## config.mk

```make
export PLATFORM = sky130hd
export DESIGN_NAME = if_stage
export DESIGN_NICKNAME = d
export VERILOG_FILES = /design/src/rtl/if_stage.sv
export SDC_FILE = /design/constraint.sdc
export NUM_CORES = 1
export LEC_CHECK = 0
export BUFFER_PORTS_ARGS = -buffer_cell sky130_fd_sc_hd__buf_2
export CAP_MARGIN = 30
export CORE_MARGIN = 3
export CORE_UTILIZATION = 35
export CTS_CLUSTER_SIZE = 25
export DETAILED_ROUTE_END_ITERATION = 6
export HOLD_SLACK_MARGIN = 0.1
export RECOVER_POWER = 25
export SLEW_MARGIN = 20
export SYNTH_ARGS = -nofsm -noshare
export SYNTH_HDL_FRONTEND = slang
export SYNTH_SLANG_ARGS = --single-unit
```

## constraint.sdc

```tcl
create_clock -name clk -period 2.4 [get_ports clk]
set_clock_uncertainty 0.2 [all_clocks]
set_input_delay 0.36 -clock clk [delete_from_list [all_inputs] [get_ports clk]]
set_output_delay 0.36 -clock clk [all_outputs]
set_load 0.02 [all_outputs]
```

## src/rtl/if_stage.sv

```systemverilog
// Instruction fetch stage: owns the PC, issues same-cycle fetches to
// instruction memory, and feeds the registered IF/ID pair to decode.
// A stall that arrives together with a returned word parks that word in a
// one-entry hold buffer. The memory needs no request hold, so the word is
// never fetched twice and never lost.
module if_stage #(
    parameter logic [15:0] RESET_PC  = 16'h0000,
    parameter logic [15:0] NOP_INSTR = 16'h0000
) (
    input  logic        clk,
    input  logic        rst,
    input  logic        if_stall,
    input  logic        if_redirect,
    input  logic [15:0] if_redirect_pc,
    output logic        imem_req,
    output logic [15:0] imem_addr,
    input  logic        imem_ready,
    input  logic [15:0] imem_rdata,
    output logic [15:0] if_instr,
    output logic [15:0] if_pc_plus1,
    output logic        if_valid
);

    typedef enum logic {FETCH, HOLD} fetchState_t;

    fetchState_t state;
    logic [15:0] pc;
    logic [15:0] holdBuf;
    logic [15:0] pcNext;

    // Modulo-2^16 increment; 16'hFFFF wraps to 16'h0000.
    assign pcNext = pc + 16'd1;

    // HOLD already has its word, so no fetch is issued there.
    assign imem_req  = (state == FETCH);
    assign imem_addr = pc;

    // Priority: reset, then redirect, then stall, then normal advance.
    always_ff @(posedge clk) begin
        if (rst) begin
            state       <= FETCH;
            pc          <= RESET_PC;
            holdBuf     <= 16'h0000;
            if_instr    <= NOP_INSTR;
            if_pc_plus1 <= 16'h0000;
            if_valid    <= 1'b0;
        end else if (if_redirect) begin
            // Flush. Any parked word belongs to the wrong path and is dropped.
            state    <= FETCH;
            pc       <= if_redirect_pc;
            if_instr <= NOP_INSTR;
            if_valid <= 1'b0;
        end else begin
            case (state)
                FETCH: begin
                    if (imem_ready && !if_stall) begin
                        if_instr    <= imem_rdata;
                        if_pc_plus1 <= pcNext;
                        if_valid    <= 1'b1;
                        pc          <= pcNext;
                    end else if (imem_ready && if_stall) begin
                        // Park the word. IF/ID still holds the stalled
                        // instruction.
                        holdBuf <= imem_rdata;
                        state   <= HOLD;
                    end else if (!if_stall) begin
                        // Memory not ready: insert a bubble and retry the
                        // same PC.
                        if_instr <= NOP_INSTR;
                        if_valid <= 1'b0;
                    end
                end
                HOLD: begin
                    if (!if_stall) begin
                        if_instr    <= holdBuf;
                        if_pc_plus1 <= pcNext;
                        if_valid    <= 1'b1;
                        pc          <= pcNext;
                        state       <= FETCH;
                    end
                end
                default: state <= FETCH;
            endcase
        end
    end

endmodule
```

==> qor.yml <==
layout:
  drive_above_1_share: 0.190
  num_antenna_cells: 0
  fillerInstances: 855
  fin_cells: 589
  layout_common_cells: "66 x dfxtp_1, 58 x nand2_1, 58 x buf_2, 51 x a21oi_1, 46 x nor2_1"
  regArea_um2: 1320
  layout.nets: 517
  multi_input_area_um2: 1550
  fin_area_um2: 3990
  layout_commonest_cell: "dfxtp_1"
  area_growth_pct: 30.3
die:
  core-area_um2: 8340
  die_h_um: 99.5
  die_w_um: 99.5
  std_cell_rows: 33
  start_util: 0.367
  die_area_um2: 9900
  io_pins: 87
yosys:
  synth_cells: 379
  syn_area_um2: 3060
  synth-seq-area-share: 0.432
  yosys_warnings: 0
  synth.avg_cell_area_um2: 8.07
  synthDistinctLibCells: 38
  synth_nets: 417
  synth-seq-cells: 66
global_routing:
  track_usage: 0.176
  antenna_found_initial: 0
  grt.overflow.total: 0
  grt_max_degree: 49
  grt_pass1_wl_mm: 13.8
  grt_pass1_vias: 2778
timing:
  grt_setup_unrepaired: "false"
  period_share: 0.844
  setup_violations: 0
  finalMaxSlewViolations: 0
  setup_tns_ns: 0
  relSlewSlack: 0.591
  fin_crit_ns: 2.03
  final-hold-violation-count: 0
  fmax_mhz: 494
  hold_ws_ns: 0.105
  max_slew.worst_pin.slew_ns: 0.613
clock_tree:
  cts_root_buffer: "clkbuf_8"
  tritoncts: "yes"
  clock_latency_ns: 0.35
  cts_inserted_buffers: 9
  cts.sinks: 66
  cts_setup_buffers: 0
  clk_pin_slew_ns: 0.07
  h-tree-depth: 3
  clockBufferDepth: 2
  cts_resized: 0
pwr:
  intPower_w: 0.00187
  peakVddDrop_mv: 0.361
  p_seq_frac: 0.463
  cellLeakagePower_nw: 1.48
  pwr-share-comb: 0.136
  power.share.clock: 0.402
  power_density_nw_per_um2: 646
  swShare: 0.271
  power_w: 0.00257
  p_switching_w: 0.000698
detailed_routing:
  viasPerCell: 5.01
  postRouteAntennaNets: 0
  vias: 2951
  drc: 0
  finalWirelength_mm: 8.40
  drtPass1Iterations: 4
  drt_iter0_drc: 137
  wl_per_cell_um: 14.3
worst_setup_path:
  critPathKind: "flip-flop to flip-flop"
  crit_path_end_kind: "flip-flop"
  critPathRequiredTime_ns: 2.46
  critPathLaunchType: "flip-flop"
  ff2ff_path_depth: 4
  cp_max_fo: 8
  arrival_ns: 2.09
outcome:
  status: "finished, final reports clean"
hold_path:
  holdPathStages: 3
  hold_class: "primary input to flip-flop"
placement:
  place_area_um2: 3550
  hpwlAfterDp_mm: 5.81
  dp_cells: 548
  io_buffers: 86
  globalplace.congestion: 0.795
run:
  max_cap_violations: 0
[critical path: stages, from the launching register on]
cell	delay, ns
dfxtp_1	0.48
and4_1	0.51
nand4_4	0.15
or3_1	0.36
a311oi_1	0.23
[state kept, by name (all words and copies together) (netlist names)]
signal / flops
holdBuf: 16
if_instr: 16
if_pc_plus1: 16
imem_addr: 16
if_valid: 1
state: 1
[power groups by stage]
stage | clock (W) | combinational (W) | sequential [W]
4_1_cts | 0.00106 | 0.000356 | 0.00119
6_report | 0.00103 | 0.000349 | 0.00119
3_3_place_gp | 0 | 0.000320 | 0.00121
3_5_place_dp | 0 | 0.000323 | 0.00122
2_1_floorplan | 0 | 0.000167 | 0.00125
5_1_grt | 0.00110 | 0.000388 | 0.00120
[metal layers]
metal	routed length [um]	vias to the layer above	global-route usage
met2	3730	75	0.255
met1	3960	1338	0.242
met4	220	0	0.0840
li1	-	1520	-
met5	0	-	0
met3	491	18	0.0470
[Yosys cell counts]
| library cell | number | area share |
|---|---|---|
| clkbuf_1 | 22 | 0.027 |
| mux2i_1 | 1 | 0.0033 |
| o211a_1 | 1 | 0.0033 |
| a31oi_1 | 1 | 0.0020 |
| buf_1 | 1 | 0.0012 |
| ha_1 | 1 | 0.0041 |
| nand3b_1 | 16 | 0.039 |
| nor3_1 | 3 | 0.0049 |
| and3_1 | 1 | 0.0020 |
| xnor2_1 | 8 | 0.023 |
| nand4_1 | 7 | 0.014 |
| nor4_1 | 1 | 0.0020 |
| nand2b_1 | 1 | 0.0020 |
| or3_1 | 6 | 0.012 |
| and4_2 | 1 | 0.0033 |
| buf_6 | 5 | 0.018 |
| nor2_1 | 47 | 0.058 |
| and4_1 | 5 | 0.014 |
| or2_2 | 1 | 0.0020 |
| and2_2 | 1 | 0.0025 |
| nand2_1 | 58 | 0.071 |
| buf_2 | 5 | 0.0082 |
| inv_1 | 2 | 0.0025 |
| nand4_4 | 1 | 0.0070 |
| o21ai_0 | 9 | 0.015 |
| a311oi_1 | 8 | 0.023 |
| o21ba_1 | 1 | 0.0033 |
| a21oi_1 | 51 | 0.083 |
| buf_4 | 1 | 0.0025 |
| nand3_4 | 1 | 0.0057 |
| a211oi_1 | 20 | 0.049 |
| a21o_1 | 1 | 0.0025 |
| dfxtp_1 | 66 | 0.43 |
| inv_2 | 1 | 0.0012 |
| o21bai_1 | 1 | 0.0025 |
| and2_1 | 1 | 0.0020 |
| nand3_1 | 10 | 0.016 |
| xor2_1 | 12 | 0.034 |
[cell type report]
type / instances / share of cell area
clock inverters: 6 / 0.0229
well taps: 105 / 0.0330
repair buffers: 123 / 0.188
clock buffers: 10 / 0.0320
multi-input cells: 276 / 0.390
inverters: 3 / 0.00283
flip-flops and latches: 66 / 0.332
[path summary, 6_finish.rpt]
check | from | endpoint | slack, ns
worst min-delay path | if_redirect_pc[5] | imem_addr[5] | 0.10
worst max register to register | imem_addr[2] | imem_addr[15] | 0.37
worst min register to register | holdBuf[2] | holdBuf[2] | 0.26
worst max-delay path | imem_addr[2] | imem_addr[15] | 0.37
[kinds of logic (layout without fill, tap and decap cells)]
group / count (synthesis) / after routing / share of synthesized area
and+or+nand+nor: 161 / 161 / 0.259
AOI/OAI and AO/OA: 93 / 93 / 0.184
DFF: 66 / 66 / 0.432
buffers and inverters: 37 / 142 / 0.0609
xor gates and xnor gates: 20 / 20 / 0.0573
adders and majority gates: 1 / 1 / 0.00409
muxes: 1 / 1 / 0.00327
[per-stage QoR]
step / setup slack (ns) / utilization
global placement: 0.393 / 0.426
CTS: 0.360 / 0.482
global route: 0.216 / 0.478
detailed placement: 0.383 / 0.426
floorplan: 0.506 / -
finish: 0.374 / 0.478
[timing repair]
item	CTS	global route
hold buffers	25	0
endpoints found under the setup margin	0	0
endpoints found under the hold margin	25	0
No activity file was read; power rests on OpenSTA's default activity.
